<file path="config.mk">
export PLATFORM = sky130hd
export DESIGN_NAME = inst_line_prefetch
export DESIGN_NICKNAME = d
export VERILOG_FILES = /design/src/rtl/fetch_pkg.sv /design/src/rtl/line_fifo.sv /design/src/rtl/inst_line_prefetch.sv
export SDC_FILE = /design/constraint.sdc
export NUM_CORES = 1
export LEC_CHECK = 0
export ABC_AREA = 1
export ABC_CLOCK_PERIOD_IN_PS = 11400
export CORE_MARGIN = 8
export CORE_UTILIZATION = 61
export CTS_BUF_LIST = sky130_fd_sc_hd__clkbuf_8
export DETAILED_ROUTE_END_ITERATION = 8
export PLACE_DENSITY = 0.88
export SYNTH_ARGS = -nofsm -noshare
export SYNTH_HDL_FRONTEND = slang
export SYNTH_SLANG_ARGS = --single-unit
export TNS_END_PERCENT = 1
</file>
<file path="constraint.sdc">
create_clock -name clk -period 11.4 [get_ports clk]
set_clock_uncertainty 0.15 [all_clocks]
set_input_delay 2.28 -clock clk [delete_from_list [all_inputs] [get_ports clk]]
set_output_delay 2.28 -clock clk [all_outputs]
set_load 0.02 [all_outputs]
</file>
<file path="src/rtl/fetch_pkg.sv">
// Shared definitions for the instruction-line prefetch front end:
// reset/enable constants, the fetch FSM state type, default sizing and
// a line-alignment helper.
package fetch_pkg;

  localparam logic RstEnable = 1'b1;
  localparam logic ENABLE    = 1'b1;
  localparam logic DISABLE   = 1'b0;

  localparam int unsigned DEF_LINE_W     = 64;
  localparam int unsigned DEF_MEM_LINES  = 69632;
  localparam int unsigned DEF_FIFO_DEPTH = 4;

  typedef enum logic {
    FETCH = 1'b0,
    HALT  = 1'b1
  } fetch_state_e;

  // Clear the byte-offset bits so the address points at the start of a line.
  function automatic logic [31:0] line_align(input logic [31:0] addr,
                                             input int unsigned ofs_w);
    logic [31:0] mask;
    mask = (32'd1 << ofs_w) - 32'd1;
    return addr & ~mask;
  endfunction

endpackage

</file>
<file path="src/rtl/line_fifo.sv">
// Synchronous FIFO holding {line address, line data} entries.
// Ports:
//   clk, rst      clock, synchronous active-high reset
//   clear_i       empties the FIFO; wins over push_i and pop_i
//   push_i/data_i write an entry (ignored when full without a pop)
//   pop_i         drop the head entry (ignored when empty)
//   data_o        head entry (raw storage, caller gates it)
//   count_o       number of stored entries
//   full_o/empty_o status flags
module line_fifo
  import fetch_pkg::*;
#(
  parameter int unsigned WIDTH = 96,
  parameter int unsigned DEPTH = 4
) (
  input  logic                     clk,
  input  logic                     rst,
  input  logic                     clear_i,
  input  logic                     push_i,
  input  logic                     pop_i,
  input  logic [WIDTH-1:0]         data_i,
  output logic [WIDTH-1:0]         data_o,
  output logic [$clog2(DEPTH):0]   count_o,
  output logic                     full_o,
  output logic                     empty_o
);

  localparam int unsigned PTR_W = $clog2(DEPTH);
  localparam int unsigned CNT_W = PTR_W + 1;

  logic [WIDTH-1:0] mem_q [DEPTH];
  logic [PTR_W-1:0] rd_ptr_q, wr_ptr_q;
  logic [CNT_W-1:0] count_q;
  logic             do_push, do_pop;

  assign empty_o = (count_q == '0);
  assign full_o  = (count_q == CNT_W'(DEPTH));
  assign count_o = count_q;
  assign data_o  = mem_q[rd_ptr_q];

  // A pop frees a slot in the same cycle, so a push into a full FIFO is
  // accepted when paired with a pop.
  assign do_pop  = pop_i & ~empty_o;
  assign do_push = push_i & (~full_o | do_pop);

  always_ff @(posedge clk) begin
    if (rst == RstEnable || clear_i == ENABLE) begin
      rd_ptr_q <= '0;
      wr_ptr_q <= '0;
      count_q  <= '0;
    end else begin
      if (do_push) wr_ptr_q <= wr_ptr_q + PTR_W'(1);
      if (do_pop)  rd_ptr_q <= rd_ptr_q + PTR_W'(1);
      case ({do_push, do_pop})
        2'b10:   count_q <= count_q + CNT_W'(1);
        2'b01:   count_q <= count_q - CNT_W'(1);
        default: count_q <= count_q;
      endcase
    end
  end

  always_ff @(posedge clk) begin
    if (rst == DISABLE && clear_i == DISABLE && do_push) begin
      mem_q[wr_ptr_q] <= data_i;
    end
  end

endmodule

</file>
<file path="src/rtl/inst_line_prefetch.sv">
// Pipelined instruction-line fetch unit. Issues sequential line reads to a
// synchronous-read memory (data one cycle after the request), buffers the
// returned lines in a small FIFO and presents them over valid/ready.
// Fetching stops at an all-zero line or past the end of memory; flush_i
// redirects to an arbitrary byte address.
// Ports:
//   clk, rst        clock, synchronous active-high reset
//   rst_addr_i      byte address fetched first after reset
//   flush_i         redirect request, flush_addr_i is the target
//   mem_req_o       read strobe, mem_idx_o line index (0 when idle)
//   mem_rdata_i     read data, valid the cycle after mem_req_o
//   line_valid_o    head valid; line_ready_i accepts it
//   line_o          head line, line_addr_o its aligned byte address
//   halted_o        fetch stopped, nothing buffered or in flight
module inst_line_prefetch
  import fetch_pkg::*;
#(
  parameter  int unsigned LINE_W     = DEF_LINE_W,
  parameter  int unsigned MEM_LINES  = DEF_MEM_LINES,
  parameter  int unsigned FIFO_DEPTH = DEF_FIFO_DEPTH,
  localparam int unsigned OFS_W      = $clog2(LINE_W / 8),
  localparam int unsigned IDX_W      = $clog2(MEM_LINES)
) (
  input  logic              clk,
  input  logic              rst,
  input  logic [31:0]       rst_addr_i,
  input  logic              flush_i,
  input  logic [31:0]       flush_addr_i,
  output logic              mem_req_o,
  output logic [IDX_W-1:0]  mem_idx_o,
  input  logic [LINE_W-1:0] mem_rdata_i,
  output logic              line_valid_o,
  input  logic              line_ready_i,
  output logic [LINE_W-1:0] line_o,
  output logic [31:0]       line_addr_o,
  output logic              halted_o
);

  localparam int unsigned CNT_W = $clog2(FIFO_DEPTH) + 1;
  localparam int unsigned ENT_W = 32 + LINE_W;
  localparam logic [31:0]      STEP        = 32'(LINE_W / 8);
  localparam logic [31:0]      MEM_LINES_L = 32'(MEM_LINES);
  localparam logic [CNT_W:0]   DEPTH_L     = (CNT_W + 1)'(FIFO_DEPTH);

  fetch_state_e state_q, state_d;
  logic [31:0]  fetch_addr_q, fetch_addr_d;
  logic [31:0]  pend_addr_q, pend_addr_d;
  logic         pend_q, pend_d;
  logic         dead_q, dead_d;

  logic             issue, push, pop;
  logic             in_range, credit_ok;
  logic [31:0]      line_num;
  logic [CNT_W:0]   inflight;
  logic [CNT_W-1:0] fifo_count;
  logic             fifo_full, fifo_empty;
  logic [ENT_W-1:0] head;

  assign line_num  = fetch_addr_q >> OFS_W;
  assign in_range  = (line_num < MEM_LINES_L);
  // Credits count buffered lines plus the one in flight; a pop in the same
  // cycle does not return a credit, keeping line_valid_o off the ready path.
  assign inflight  = {1'b0, fifo_count} + {{CNT_W{1'b0}}, pend_q};
  assign credit_ok = (inflight < DEPTH_L);

  always_comb begin
    state_d      = state_q;
    fetch_addr_d = fetch_addr_q;
    pend_addr_d  = pend_addr_q;
    pend_d       = 1'b0;
    dead_d       = 1'b0;
    issue        = 1'b0;
    push         = 1'b0;
    pop          = 1'b0;
    if (rst == RstEnable) begin
      // Register block loads reset values; nothing issues or moves.
    end else if (flush_i) begin
      state_d      = FETCH;
      fetch_addr_d = line_align(flush_addr_i, OFS_W);
    end else begin
      pop   = line_valid_o & line_ready_i;
      issue = (state_q == FETCH) && credit_ok && in_range;
      if (issue) begin
        pend_d       = 1'b1;
        pend_addr_d  = fetch_addr_q;
        fetch_addr_d = fetch_addr_q + STEP;
      end
      if (state_q == FETCH && !in_range && !pend_q) begin
        state_d = HALT;
      end
      if (pend_q && !dead_q) begin
        if (mem_rdata_i != '0) begin
          push = ~fifo_full;
        end else begin
          // End of image: the request issued alongside this response is
          // already out, so mark it to be discarded on return.
          state_d = HALT;
          dead_d  = issue;
        end
      end
    end
  end

  always_ff @(posedge clk) begin
    if (rst == RstEnable) begin
      state_q      <= FETCH;
      fetch_addr_q <= line_align(rst_addr_i, OFS_W);
      pend_addr_q  <= '0;
      pend_q       <= 1'b0;
      dead_q       <= 1'b0;
    end else begin
      state_q      <= state_d;
      fetch_addr_q <= fetch_addr_d;
      pend_addr_q  <= pend_addr_d;
      pend_q       <= pend_d;
      dead_q       <= dead_d;
    end
  end

  line_fifo #(
    .WIDTH (ENT_W),
    .DEPTH (FIFO_DEPTH)
  ) u_fifo (
    .clk     (clk),
    .rst     (rst),
    .clear_i (flush_i),
    .push_i  (push),
    .pop_i   (pop),
    .data_i  ({pend_addr_q, mem_rdata_i}),
    .data_o  (head),
    .count_o (fifo_count),
    .full_o  (fifo_full),
    .empty_o (fifo_empty)
  );

  assign mem_req_o    = issue;
  assign mem_idx_o    = issue ? fetch_addr_q[OFS_W+IDX_W-1:OFS_W] : '0;
  assign line_valid_o = ~fifo_empty;
  assign line_o       = line_valid_o ? head[LINE_W-1:0] : '0;
  assign line_addr_o  = line_valid_o ? head[ENT_W-1:LINE_W] : '0;
  assign halted_o     = (state_q == HALT) & fifo_empty & ~pend_q;

endmodule
</file>
-- Yosys cells after proc, flatten, opt, wreduce, memory -nomap -nowiden
Memories as Yosys holds them, arrays and structs flattened. A register that Yosys moved wholly into a read port is not among the register bits.
Cells that the tools add are included.
- $add $sub $neg: 6
- order comparisons: 2
- eq/ne operators: 3
- multiplexer cells: 23
- bitwise logic cells: 13
- reductions and logical operators: 18
- operators by type and width (operator ; number):
    two-way mux 32 bit ; 4
    two-way mux 64 bit ; 1
    nonzero test 64 bit ; 1
    adder 32 x 4 -> 32 bit, second input constant ; 1
    < comparator 29 x 17 -> 1 bit, second input constant ; 1
    two-way mux 17 bit ; 1
    two-way mux 1 bit ; 14
    logical AND 1 bit ; 7
    inverter 1 bit ; 7
    case mux 3 bit (2 select lines) ; 1
    AND 1 bit ; 5
    adder 2 x 1 -> 2 bit, second input constant ; 2
    adder 3 x 1 -> 4 bit ; 1
    < comparator 4 x 3 -> 1 bit, second input constant ; 1
    two-way mux 2 bit ; 2
    OR reduction 4 bit ; 1
    adder 3 x 1 -> 3 bit, second input constant ; 1
    equality test 3 bit, second input constant ; 1
    logical NOT 1 bit ; 3
    logical NOT 3 bit ; 1
    nonzero test 3 bit ; 1
    subtractor 3 x 1 -> 3 bit, second input constant ; 1
    equality test 2 x 1 -> 1 bit, second input constant ; 1
    equality test 2 bit, second input constant ; 1
    5 further kinds ; 5
- bits in registers: 74
- bits in writable memories: 384
- input bits: 132
- output and inout bits: 116
- word-level logic and storage cells: 75
- memories kept: 1
- memory list (memory ; depth ; width ; read ports ; clocked after memory_dff ; write ports ; line ; text):
    u_fifo.mem_q ; 4 ; 96 ; 1 ; 1 ; 1 ; line_fifo.sv:31 ; logic [WIDTH-1:0] mem_q [DEPTH];

-- Logic depth before layout (Yosys ltp)
- word-level depth: 11
- mapped depth: 14

-- Modules after synthesis
From an unflattened synthesis, not the netlist that was laid out.
- cells, all modules: 1818
- area, all modules: 19353.6 sq um
- modules (own cells, without submodules) (module ; instances ; cells each ; area each (sq um) ; sequential area each (sq um)):
    line_fifo ; 1 ; 996 ; 14754.2 ; 11711.2
    inst_line_prefetch ; 1 ; 822 ; 4599.4 ; 1511.4

-- Least setup slack after synthesis
No wires, ideal clock.
- path type: input port to flip-flop
- from: in rst
- to: mem u_fifo.mem_q[0][0], enable pin
- library setup time: 545 ps
- arrival time: 6933 ps
- data required time: 10705 ps
- path slack: 3772 ps
- cell stages on the path: 8
- buffers on the path: 1
- cell sequence: buf_2 clkinv_2 nand2_4 inv_6 nand2_1 a31oi_2 nand2_2 nor2_1
- longest elaborated chain between the ends: 7
- elaborated cells between the ends (all ways): 10
- classes of those cells: 4 x mux; 4 x bitwise; 2 x reduce/logical
- RTL lines (item ; line ; text):
    from (decl) ; inst_line_prefetch.sv:25 ; input logic rst,
    two-way mux 1 bit ; inst_line_prefetch.sv:75 ; if (rst == RstEnable) begin
    AND 1 bit ; line_fifo.sv:43 ; assign do_pop = pop_i & ~empty_o;
    OR 1 bit ; line_fifo.sv:44 ; assign do_push = push_i & (~full_o | do_pop);
    AND 1 bit ; line_fifo.sv:44 ;
    logical AND 1 bit * ; line_fifo.sv:63 ; if (rst == DISABLE && clear_i == DISABLE && do_push) begin
    two-way mux 1 bit * ; line_fifo.sv:63 ;
    two-way mux 1 bit (implied by the code) * ; line_fifo.sv:64 ; mem_q[wr_ptr_q] <= data_i;
    to (decl) ; line_fifo.sv:31 ;
Every way passes the cells marked *; elsewhere a longest branch is shown, timed or not.

-- Final worst setup path
- from: in rst
- to: out mem_idx_o[15]
- longest elaborated chain between the ends: 2
- RTL lines (item ; line ; text):
    two-way mux 1 bit ; inst_line_prefetch.sv:75 ;
    two-way mux 17 bit ; inst_line_prefetch.sv:137 ; assign mem_idx_o = issue ? fetch_addr_q[OFS_W+IDX_W-1:OFS_W] : '0;
    to (decl) ; inst_line_prefetch.sv:30 ; output logic [IDX_W-1:0] mem_idx_o,
Every way passes these cells.

==> run_results.csv <==
group,metric,value,unit
timing,finalHoldViolCount,0,
cts,numCtsBuffers,68,
placed_design,gp_congestion,0.8813,
outcome,status,"complete, no violations",
global_route,antenna_found_initial,0,
power,cellPowerDensity,138.3,nW/um2
timing,max_slew_margin,32.47,%
yosys,synthCells,1752,
global_route,grt_overflow,0,
placed_design,dp_slack,4.037,ns
timing,fin_crit_sh,64.61,%
routing,drt_iter0_markers,1294,
worst_hold_path,hold_path_class,"reg -> reg",
worst_setup_path,r2r_start,"pend_q",
yosys,ys.flop_type,"edfxtp_1",
cells_and_area,syn2layout_area_growth,20.84,%
routing,wire_per_inst,18.89,um
cts,ctsResizeCount,0,
worst_setup_path,r2r_slack,7.91,ns
cells_and_area,antennaDiodeCount,0,
cts,postCtsSetupBuffers,0,
routing,drt_wl_total,45910,um
worst_setup_path,slowest_delay,0.61,ns
global_route,track_usage,24.76,%
timing,rsz0062_at_grt,"no",
timing,slew_violations,0,
yosys,synthSimpleGateAreaFrac,17.14,%
placed_design,place_area,21190,um2
run,maxCapViolCount,0,
yosys,ys_seq_elements,442,
yosys,synth_compound_area_share,9.043,%
cts,clk_latency,0.58,ns
cts,ctsHoldBuffers,0,
cts,clock-root-buffer,"clkbuf_8",
yosys,synthAdderAreaFrac,0.5125,%
routing,via_per_inst,5.611,
routing,dr.pass1.iters,7,
yosys,ys_types,36,
yosys,syn_area_per_cell,10.59,um2
power,power,3.101,mW
cells_and_area,fillers,2012,
worst_setup_path,crit_start,"rst",
timing,setup_slack,4.035,ns
timing,period_needed,7.365,ns
placed_design,hpwlAfterDp,28800,um
worst_hold_path,holdCritStartpoint,"u_fifo.rd_ptr_q[1]",
worst_setup_path,slowest_stage,"clkinv_2",
timing,timing.fmax,0.1358,GHz
cts,cts_sinks,442,
yosys,synth_xor_area_share,0.1416,%
yosys,synth_seq_area_share,69.32,%
worst_setup_path,arrival,4.94,ns
worst_setup_path,end_kind,"output port",
cells_and_area,drive_gt1_share,6.834,%
cells_and_area,nets,2126,
worst_setup_path,path_max_fanout,46,
yosys,synth-edff-count,401,
worst_setup_path,crit_chain,"buf_2 -> buf_4 -> clkinv_2 -> nand2_4 -> inv_6 -> nand2_2 -> inv_4 -> nand2_1 -> inv_1 -> clkdlybuf4s50_1",
global_route,grt_pass1_wl,70490,um
yosys,ys_warn_count,0,
floorplanning,core_area,30270,um2
worst_setup_path,start_kind,"input pin",
cts,cts.clk_slew.worst_paths,0.06,ns
cells_and_area,fin_area,22420,um2
global_route,grt_max_degree,101,
yosys,postSynth.asyncResetShare,0,%
placed_design,port_buffers,238,
floorplanning,boundaryPins,248,
floorplanning,die_w,190.4,um
cts,cts-htree-levels,3,
floorplanning,dieArea,36250,um2
yosys,syn_area,18550,um2
global_route,grt_pass1_vias,13620,
power,vdd_ir_drop_max,0.00008369,V
floorplanning,die_h,190.4,um
routing,ant_nets,0,
floorplanning,initial_utilization,61.30,%
worst_setup_path,critPathRequiredTime,8.97,ns
yosys,synth_mux_area_share,0,%
timing,tns,0,ns
routing,drcViolationCount,0,
timing,setup_viol,0,
worst_setup_path,crit_type,"in -> out",
cells_and_area,multi_input_area,5029,um2
timing,worst_pin_slew,1.013,ns
cts,max-clock-path-buffers,3,
yosys,synth_top_family_by_area,"simple AND/OR/NAND/NOR gates",
cells_and_area,regArea,12870,um2
timing,whs,0.3318,ns
routing,vias,13630,
floorplanning,num_rows,64,
cts,cts_tree,"built",
power,power.leakage,8.046,nW
-- layout make-up --
cell class                      instances  area share (%)
Sequential cell                       442           57.40
Multi-Input combinational cell       1147           22.43
Timing Repair Buffer                  256           11.21
Clock buffer                           72           4.420
Tap cell                              396           2.210
Inverter                               72           1.261
Clock inverter                         45           1.077
-- synth_stat cells, types with 3 or more instances --
| cell | instances | area, um2 |
|---|---|---|
| o21ai_0 | 206 | 1031 |
| buf_4 | 3 | 22.52 |
| inv_2 | 5 | 18.77 |
| dfxtp_1 | 41 | 820.8 |
| buf_2 | 31 | 155.2 |
| inv_1 | 64 | 240.2 |
| xor2_1 | 3 | 26.28 |
| buf_1 | 9 | 33.78 |
| nand4_1 | 7 | 43.79 |
| edfxtp_1 | 401 | 12040 |
| a21oi_1 | 115 | 575.6 |
| nor3_1 | 17 | 85.08 |
| nand3_1 | 47 | 235.2 |
| o21ai_1 | 8 | 40.04 |
| nand2_2 | 10 | 62.56 |
| nand2_1 | 235 | 882.1 |
| ha_1 | 6 | 75.07 |
| nor2_1 | 476 | 1787 |
| clkbuf_1 | 47 | 176.4 |
-- stage by stage --
step | util (%) | instances
floorplan | - | 1754
global placement | 70.00 | 2313
detailed placement | 70.00 | 2313
CTS | 74.07 | 2430
global route | 74.07 | 2430
finish | 74.07 | 2430
-- flip-flops by register name, indices dropped and copies added (netlist names), named ones only --
register,count
dead_q,1
fetch_addr_q,29
pend_addr_q,29
pend_q,1
state_q,1
u_fifo.count_o,3
u_fifo.mem_q,372
u_fifo.rd_ptr_q,2
u_fifo.wr_ptr_q,2
-- worst max-delay path, delay by kind of cell --
kind          cells  cell delay, ns
simple gates      3            0.71
buf+inv           7            1.90
-- kinds of logic (layout without fill, tap and decap cells) --
family          after synthesis  count (layout)
flops                       442             442
other cells                   1               3
compound gates              333             333
fa+ha+maj                     7               7
buf+inv                     165             445
simple gates                801             801
xor+xnor                      3               3
-- routing by layer --
metal / part of all wire (%) / vias to the layer above / global-route usage [%]
li1: - / 6464 / -
met1: 38 / 6437 / 30.84
met2: 50 / 641 / 42.17
met3: 8.7 / 92 / 4.737
met4: 2.7 / 0 / 10.08
met5: 0 / - / 0
-- layout by cell type, fill, tap and decap left out, types with 2 or more instances in the layout --
master | Yosys | final
clkdlybuf4s50_1 | 0 | 237
nor3_2 | 2 | 3
nand2_1 | 235 | 235
nor3_1 | 17 | 16
conb_1 | 1 | 3
dfxtp_1 | 41 | 39
nand2_2 | 10 | 10
nand4_1 | 7 | 7
o22ai_1 | 2 | 2
xor2_1 | 3 | 3
buf_4 | 3 | 18
nor2_1 | 476 | 472
inv_2 | 5 | 4
o21ai_1 | 8 | 8
clkinvlp_4 | 0 | 2
inv_8 | 0 | 2
nand3_1 | 47 | 47
ha_1 | 6 | 6
clkbuf_8 | 0 | 72
a21oi_1 | 115 | 115
clkinv_1 | 0 | 11
clkinv_2 | 1 | 7
inv_6 | 1 | 2
dfxtp_4 | 0 | 2
o21ai_0 | 206 | 205
edfxtp_1 | 401 | 401
nor2_4 | 2 | 6
inv_4 | 1 | 2
inv_1 | 64 | 85
-- where the power goes --
part | switching, mW | leakage [nW] | internal [mW]
clock | 0.582 | 0.710 | 0.611
combinational | 0.0657 | 3.39 | 0.0574
sequential | 0.0129 | 3.94 | 1.77
total | 0.661 | 8.05 | 2.44
-- worst paths after layout --
kind                               to  depth (start not counted)
hold / removal                   flop                          2
hold reg to reg                  flop                          2
setup reg to reg  u_fifo.mem_q[1][54]                          8
setup / recovery        mem_idx_o[15]                         10
Power figures use the tool's default switching activity.
